## src/rtl/ram_b_pkg.sv

```systemverilog
// Shared types and constants for the RAM_B request-side controller.
// The byte-merge helper is used by ram_b_merge (built with RAM_B_CTRL_RMW_EN).
package ram_b_pkg;

  localparam int unsigned RAM_B_DEPTH = 128;
  localparam logic [15:0] RAM_B_TAG   = 16'hFF37;
  localparam int unsigned ADDR_W      = 20;
  localparam int unsigned DATA_W      = 32;
  localparam int unsigned TAG_W       = 16;
  localparam int unsigned BE_W        = DATA_W / 8;

  typedef enum logic [2:0] {
    ST_IDLE,
    ST_READ,
    ST_WAIT,
    ST_WRITE,
    ST_RESP
  } state_e;

  // Request fields latched at acceptance for the read-modify-write flow.
  typedef struct packed {
    logic [DATA_W-1:0] wdata;
    logic [BE_W-1:0]   be;
  } rmw_req_t;

  function automatic logic [DATA_W-1:0] be_to_mask(input logic [BE_W-1:0] be);
    logic [DATA_W-1:0] m;
    m = '0;
    for (int i = 0; i < BE_W; i++) m[8*i +: 8] = {8{be[i]}};
    return m;
  endfunction

endpackage

```

## src/rtl/ram_b_merge.sv

```systemverilog
// Combinational byte merge: enabled bytes from new_i, the rest from old_i.
module ram_b_merge
  import ram_b_pkg::*;
(
  input  logic [DATA_W-1:0] old_i,
  input  logic [DATA_W-1:0] new_i,
  input  logic [BE_W-1:0]   be_i,
  output logic [DATA_W-1:0] merged_o
);

  logic [DATA_W-1:0] mask;

  assign mask     = be_to_mask(be_i);
  assign merged_o = (new_i & mask) | (old_i & ~mask);

endmodule

```

## src/rtl/ram_b_ctrl.sv

```systemverilog
// Single-outstanding request controller in front of the tagged RAM_B memory.
// Define RAM_B_CTRL_RMW_EN to build byte-masked writes as read-modify-write.
module ram_b_ctrl
  import ram_b_pkg::*;
#(
  parameter int unsigned DEPTH = RAM_B_DEPTH,
  parameter logic [15:0] TAG   = RAM_B_TAG
) (
  input  logic              clka,
  input  logic              rst_n,
  input  logic              req_valid,
  output logic              req_ready,
  input  logic              req_we,
  input  logic [ADDR_W-1:0] req_addr,
  input  logic [DATA_W-1:0] req_wdata,
  input  logic [BE_W-1:0]   req_be,
  output logic              rsp_valid,
  input  logic              rsp_ready,
  output logic [DATA_W-1:0] rsp_rdata,
  output logic              rsp_err,
  output logic [ADDR_W-1:0] addra,
  output logic [DATA_W-1:0] dina,
  output logic              wea,
  input  logic [47:0]       douta
);

  state_e            state_q;
  logic              req_ready_q;
  logic              rsp_valid_q;
  logic              rsp_err_q;
  logic [DATA_W-1:0] rsp_rdata_q;
  logic [ADDR_W-1:0] addra_q;
  logic [DATA_W-1:0] dina_q;
  logic              wea_q;

  logic accept;
  logic in_range;
  logic tag_ok;

  assign accept   = req_valid && req_ready_q;
  assign in_range = req_addr < ADDR_W'(DEPTH);
  assign tag_ok   = douta[47:32] == TAG;

`ifdef RAM_B_CTRL_RMW_EN
  rmw_req_t          rmw_q;
  logic              rmw_pend_q;
  logic [DATA_W-1:0] merged_d;

  ram_b_merge u_merge (
    .old_i    (douta[DATA_W-1:0]),
    .new_i    (rmw_q.wdata),
    .be_i     (rmw_q.be),
    .merged_o (merged_d)
  );
`else
  logic unused_be;
  assign unused_be = ^req_be;
`endif

  always_ff @(posedge clka or negedge rst_n) begin
    if (!rst_n) begin
      state_q     <= ST_IDLE;
      req_ready_q <= 1'b0;
      rsp_valid_q <= 1'b0;
      rsp_err_q   <= 1'b0;
      rsp_rdata_q <= '0;
      addra_q     <= '0;
      dina_q      <= '0;
      wea_q       <= 1'b0;
`ifdef RAM_B_CTRL_RMW_EN
      rmw_q       <= '0;
      rmw_pend_q  <= 1'b0;
`endif
    end else begin
      wea_q <= 1'b0;
      case (state_q)
        ST_IDLE: begin
          req_ready_q <= 1'b1;
          if (accept) begin
            req_ready_q <= 1'b0;
            rsp_rdata_q <= '0;
            rsp_err_q   <= 1'b0;
`ifdef RAM_B_CTRL_RMW_EN
            rmw_pend_q  <= 1'b0;
`endif
            // Out-of-range requests never touch the memory port.
            if (!in_range) begin
              rsp_err_q <= 1'b1;
              state_q   <= ST_RESP;
            end else if (!req_we) begin
              addra_q <= req_addr;
              state_q <= ST_READ;
            end
`ifdef RAM_B_CTRL_RMW_EN
            else if (req_be == '0) begin
              state_q <= ST_RESP;
            end else if (req_be != '1) begin
              addra_q    <= req_addr;
              rmw_q      <= '{wdata: req_wdata, be: req_be};
              rmw_pend_q <= 1'b1;
              state_q    <= ST_READ;
            end
`endif
            else begin
              addra_q <= req_addr;
              dina_q  <= req_wdata;
              wea_q   <= 1'b1;
              state_q <= ST_WRITE;
            end
          end
        end
        ST_READ: state_q <= ST_WAIT;
        ST_WAIT: begin
`ifdef RAM_B_CTRL_RMW_EN
          if (rmw_pend_q) begin
            // A bad tag aborts the merge so a corrupt word is never rewritten.
            if (tag_ok) begin
              dina_q  <= merged_d;
              wea_q   <= 1'b1;
              state_q <= ST_WRITE;
            end else begin
              rsp_err_q   <= 1'b1;
              rsp_valid_q <= 1'b1;
              state_q     <= ST_RESP;
            end
          end else
`endif
          begin
            rsp_rdata_q <= douta[DATA_W-1:0];
            rsp_err_q   <= !tag_ok;
            rsp_valid_q <= 1'b1;
            state_q     <= ST_RESP;
          end
        end
        ST_WRITE: begin
          rsp_valid_q <= 1'b1;
          state_q     <= ST_RESP;
        end
        ST_RESP: begin
          // Paths that enter RESP straight from IDLE present the response one edge later.
          if (!rsp_valid_q) begin
            rsp_valid_q <= 1'b1;
          end else if (rsp_ready) begin
            rsp_valid_q <= 1'b0;
            req_ready_q <= 1'b1;
            state_q     <= ST_IDLE;
          end
        end
        default: state_q <= ST_IDLE;
      endcase
    end
  end

  assign req_ready = req_ready_q;
  assign rsp_valid = rsp_valid_q;
  assign rsp_rdata = rsp_rdata_q;
  assign rsp_err   = rsp_err_q;
  assign addra     = addra_q;
  assign dina      = dina_q;
  assign wea       = wea_q;

endmodule

```

## config.mk

```make
export PLATFORM = sky130hd
export DESIGN_NAME = ram_b_ctrl
export DESIGN_NICKNAME = d
export VERILOG_FILES = /design/src/rtl/ram_b_pkg.sv /design/src/rtl/ram_b_merge.sv /design/src/rtl/ram_b_ctrl.sv
export SDC_FILE = /design/constraint.sdc
export NUM_CORES = 1
export LEC_CHECK = 0
export ABC_AREA = 1
export BUFFER_PORTS_ARGS = -buffer_cell sky130_fd_sc_hd__buf_2
export CORE_UTILIZATION = 45
export CTS_BUF_LIST = sky130_fd_sc_hd__clkbuf_4 sky130_fd_sc_hd__clkbuf_8
export DETAILED_ROUTE_END_ITERATION = 8
export HOLD_SLACK_MARGIN = 0.02
export PLACE_DENSITY = 0.89
export SLEW_MARGIN = 20
export SYNTH_ARGS = -nofsm -noshare
export SYNTH_HDL_FRONTEND = slang
export SYNTH_HIERARCHICAL = 1
export SYNTH_SLANG_ARGS = --single-unit
```

## constraint.sdc

```tcl
create_clock -name clka -period 2.4 [get_ports clka]
set_input_delay 0.24 -clock clka [delete_from_list [all_inputs] [get_ports clka]]
set_output_delay 0.24 -clock clka [all_outputs]
set_load 0.02 [all_outputs]
```

* Yosys cells after proc, flatten, opt, wreduce, memory -nomap -nowiden
Cells that the tools add are included.
** Word-level totals
- Output and inout port bits :: 88
- Bits in registers :: 91
- Word-level logic and storage cells :: 51
** Operators by class
- Equality and inequality tests :: 8
- $lt $le $gt $ge :: 1
- Muxes and demuxes :: 22
- Reductions and logical operators :: 12
** Operators by type and width (number)
- $pmux 32 s2 :: 1
- $mux 32 :: 1
- $lt 20x8->1 const B :: 1
- $eq 16x16->1 const B :: 1
- $mux 3 :: 4
- $pmux 3 s4 :: 1
- $mux 1 :: 11
- $reduce_and 3->1 :: 3
- $eq 3x2->1 const B :: 2
- $ne 2x2->1 const B :: 3
- $pmux 1 s2 :: 3
- $reduce_bool 2->1 :: 3
- $reduce_and 4->1 :: 1
- $eq 3x1->1 const B :: 1
- $eq 3x3->1 const B :: 1
- $logic_not 3->1 :: 1
- $mux 2 :: 1
- $reduce_and 2->1 :: 1
- $reduce_or 2->1 :: 1
- $logic_and 1x1->1 :: 1
- $logic_not 1->1 :: 1

* Depth between registers and ports, before layout
- Depth after elaboration :: 4
- Depth in mapped cells :: 9
- Mapped depth without buffers :: 8

* Worst setup path before layout
OpenSTA, ideal clock, no wires.
- Path type :: register -> register
- Start :: register req_ready_q (netlist: req_ready)
- End :: register dina_q[10] (netlist: dina[10])
- Stages on the path, launching flop included :: 7
- Data required time :: 2282 ps
- Library setup time :: 118 ps
- Setup slack :: 1025 ps
- Arrival time :: 1257 ps
- Path through :: dfrtp_1 > nand2_1 > nor2_2 > nand4_1 > buf_2 > nand2_1 > nand2_1
** Between the ends
- Word-level cells in the longest chain between the ends :: 2
** Ends and longest elaborated chain
- start: declaration :: line ram_b_ctrl.sv:28 : logic req_ready_q;
- start signal: assignment :: line ram_b_ctrl.sv:63 : req_ready_q <= 1'b0;
- start signal: assignment :: line ram_b_ctrl.sv:78 : req_ready_q <= 1'b1;
- start signal: assignment :: line ram_b_ctrl.sv:80 : req_ready_q <= 1'b0;
- $logic_and 1x1->1 :: line ram_b_ctrl.sv:40 : assign accept = req_valid && req_ready_q;
- $reduce_and 4->1 (no line)
- end signal: assignment :: line ram_b_ctrl.sv:106 : dina_q <= req_wdata;
- end: declaration :: line ram_b_ctrl.sv:33 : logic [DATA_W-1:0] dina_q;
Every way passes these cells.
A chain may end at the register's enable or synchronous reset.

* Worst setup path in the final report
- Start :: register state_q[2]
- End :: register rsp_rdata_q[23] (netlist: rsp_rdata[23])
** Between the ends
- Word-level cells in the longest chain between the ends :: 3
** Ends and longest elaborated chain
- start: declaration :: line ram_b_ctrl.sv:27 : state_e state_q;
- start signal: assignment :: line ram_b_ctrl.sv:62 : state_q <= ST_IDLE;
- start signal: assignment :: line ram_b_ctrl.sv:89 : state_q <= ST_RESP;
- start signal: assignment :: line ram_b_ctrl.sv:92 : state_q <= ST_READ;
- $eq 3x2->1 / $logic_not 3->1 (equally long branches) :: line ram_b_ctrl.sv:76 : case (state_q)
- $reduce_bool 2->1 (no line) / $ne 2x2->1 (equally long branches)
- $reduce_and 2->1 (no line)
- end signal: assignment :: line ram_b_ctrl.sv:129 : rsp_rdata_q <= douta[DATA_W-1:0];
- end: declaration :: line ram_b_ctrl.sv:31 : logic [DATA_W-1:0] rsp_rdata_q;
Parallel ways exist; a longest one is shown, timed or not.

==> metrics.md <==
| Metric | Value |
|---|---|
| DRT Wirelength | `roughly 8700 µm` |
| Deepest level of the CTS H-tree | `3` |
| Drt initial violations | `88` |
| First-pass GRT wire length | `around 14,000 µm` |
| Worst ir drop on vdd | `289 µV` |
| TritonRoute pass-1 iters | `4` |
| Clock skew | `0.0116 ns` |
| Most common cell in the synthesized netlist | `nand2_1` |
| GRT Overall Usage | `20.9%` |
| Synth Instances | `417` |
| Worst-path clk slew | `0.08 ns` |
| Via density | `around 4.6` |
| Top post-synthesis cells by area | `dfrtp_1 61%, nand2_1 14%, inv_1 5.5%` |
| Min Tclk post-route | `1.73 ns` |
| # setup viols final | `0` |
| Worst Max-Slew Pin Slew | `0.540 ns` |
| DIE AREA | `8630 µm²` |
| Max cap viols | `0` |
| Critical path class | `register to register` |
| DRC viols | `0` |
| Initial antenna violation count | `0` |
| Fillers | `669` |
| Post-synth ARST share | `between 90% and 100%` |
| Syn nets | `roughly 530` |
| Number of antenna diodes | `0` |
| Period Utilization, post-route | `72.2%` |
| Largest net degree at the start of global routing | `slightly above 50` |
| Die Width | `92.9 µm` |
| Grt total ovfl | `0` |
| TNS Setup | `0 ns` |
| CTS tree | `built` |
| CTS Buffer Depth | `2` |
| Dpl cell area | `~4800 µm²` |
| Vias in the first global route | `3,244` |
| Post-synth top area cell | `dfrtp_1` |
| Wire length per cell | `12.1 µm` |
| Cell area after layout | `roughly 5000 µm²` |
| Worst Path Arrival | `a little under 2 ns` |
| Hold Path Origin | `req_addr[0]` |
| Yosys reg bits | `91` |
| RSZ-0062 raised after global routing | `false` |
| Clk Latency, worst-skew pair | `0.34 ns` |
| Final max-slew violation count | `0` |
| Final core occ | `63.3%` |
| Register area share after synthesis | `61.2%` |
| Worst EP required | `~2.6 ns` |
| Leak | `0.00305 µW` |
| Root buffer cell | `clkbuf_8` |
| Distinct cells, synth | `21` |
| CP Launch Type | `register` |
| R2R cell count | `6` |
| Syn-to-layout area delta | `33.6%` |
| Reg2Reg Setup Slack | `0.67 ns` |
| Status | `complete, no violations` |
| CTS Sinks | `just over 90` |
| DP HPWL | `6390 µm` |
| Relative slew slack | `64.0%` |
| Cell Pwr Density | `625 nW/µm²` |
| Crit-path max FO | `33` |
| Setup Buffers After CTS | `0` |
| Post-synth top area share | `61.2%` |
| Syn avg cell area | `8.92 µm²` |
| Overall die height | `92.9 µm` |
| FF-to-FF Start | `state_q[2]$_DFFE_PN0P_` |
| Std cell rows | `32` |
| Synth Cell Area | `3720 µm²` |
| Number of flops mapped to enable cells by yosys | `0` |
| Max Clk Rate | `about 580 MHz` |
| Post-route ant nets | `0` |
| Final GP Congestion | `0.805` |
| Warnings from Yosys | `6` |
| FF-to-FF End | `rsp_rdata[23]$_DFFE_PN0P_` |
| Top cells by count, synth | `135 x nand2_1, 91 x dfrtp_1, 55 x inv_1` |
| Ports | `slightly below 200` |
| Port buffer count | `around 190` |
| Worst Hold Endpoint | `addra[0]$_DFFE_PN0P_` |
| Inserted Clock Buffers | `9` |
| Layout cells sized above 1 | `a little under two fifths` |
| Worst hold-check path type | `primary input to register` |
| Critical path endpoint category | `register` |
| Final net count | `between 700 and 800` |
| Final Hold Viols | `0` |
| Core Box Area | `7850 µm²` |
| Initial Utilization | `47.4%` |
| DR vias | `3,327` |
| Hold Path Depth | `3` |
| Top FF cell, synth | `dfrtp_1` |
[state kept, by name (all words and copies together) (netlist names)]
name	count
wea	1
addra	20
rsp_err	1
rsp_valid	1
state_q	3
rsp_rdata	32
dina	32
req_ready	1
[cells in the final DEF, fill, tap and decap left out, drive strengths merged]
master / netlist / final
buf: 11 / 198
nand2: 137 / 137
dfrtp: 91 / 91
inv: 59 / 59
nand3: 38 / 38
o21ai: 34 / 34
nor2: 30 / 30
clkbuf: 6 / 11
nand4: 6 / 6
a21oi: 4 / 4
clkinv: 0 / 2
clkinvlp: 0 / 2
nor3: 1 / 1
bufinv: 0 / 1
dlygate4sd3: 0 / 1
[metrics by stage]
stage,total power [µW],std cells,worst slack [ns],hold WS [ns]
floorplan,1920,417,1.02,-0.0556
global placement,2080,700,0.752,0.248
detailed placement,2090,700,0.685,0.266
CTS,3140,717,0.659,0.0748
global route,3270,717,0.523,0.0733
finish,3110,717,0.667,0.0918
[worst max-delay path, cell delays in order, from the launching register on]
cell	delay, ns
dfrtp_1	0.45
inv_2	0.13
nand3_2	0.37
nand2_2	0.21
inv_2	0.23
nand2_1	0.12
o21ai_1	0.08
[area by class of cell]
class	instances	area, µm²	area share [%]
Clock buffer	11	145	2.92
Clock inverter	5	62.6	1.26
Inverter	59	221	4.46
Multi-Input combinational cell	250	1100	22.2
Sequential cell	91	2280	45.8
Tap cell	102	128	2.57
Timing Repair Buffer	199	1030	20.8
[kinds of logic (layout without fill, tap and decap cells)]
kind of cell           count (synthesis)  after routing  synth area share, %
DFF                                   91             91                 61.2
buffers and inverters                 76            274                 9.12
AOI/OAI and AO/OA                     38             38                 5.11
and+or+nand+nor                      212            212                 24.6
[routing by layer]
| layer | vias to the layer above | wire, µm | track usage [%] | part of all wire [%] |
|---|---|---|---|---|
| li1 | 1665 | - | - | - |
| met1 | 1540 | 3830 | 25.0 | 44 |
| met2 | 115 | 4240 | 35.9 | 49 |
| met3 | 7 | 545 | 5.09 | 6.3 |
| met4 | 0 | 70 | 8.97 | 0.81 |
| met5 | - | 0 | 0 | 0 |
[where the power goes]
group	internal (µW)	leakage, µW	switching [µW]	total, µW
sequential	1570	0.00119	33.1	1600
clock	525	0.0000992	519	1040
combinational	159	0.00176	301	460
[worst max path at each step]
| stage | start | endpoint | cells after the start |
|---|---|---|---|
| floorplan | req_ready$_DFFE_PN0P_ | dina[10]$_DFFE_PN0P_ | 6 |
| global placement | state_q[2]$_DFFE_PN0P_ | rsp_rdata[0]$_DFFE_PN0P_ | 6 |
| detailed placement | state_q[2]$_DFFE_PN0P_ | rsp_rdata[23]$_DFFE_PN0P_ | 6 |
| CTS | state_q[2]$_DFFE_PN0P_ | rsp_rdata[23]$_DFFE_PN0P_ | 6 |
| global route | state_q[2]$_DFFE_PN0P_ | rsp_rdata[13]$_DFFE_PN0P_ | 6 |
| finish | state_q[2]$_DFFE_PN0P_ | rsp_rdata[23]$_DFFE_PN0P_ | 6 |
[timing repair]
item	in CTS	in global routing
hold buffers	1	0
gates resized for setup	0	0
endpoints found under the hold margin	41	0
Note: power is estimated with default switching activity, not from simulation.
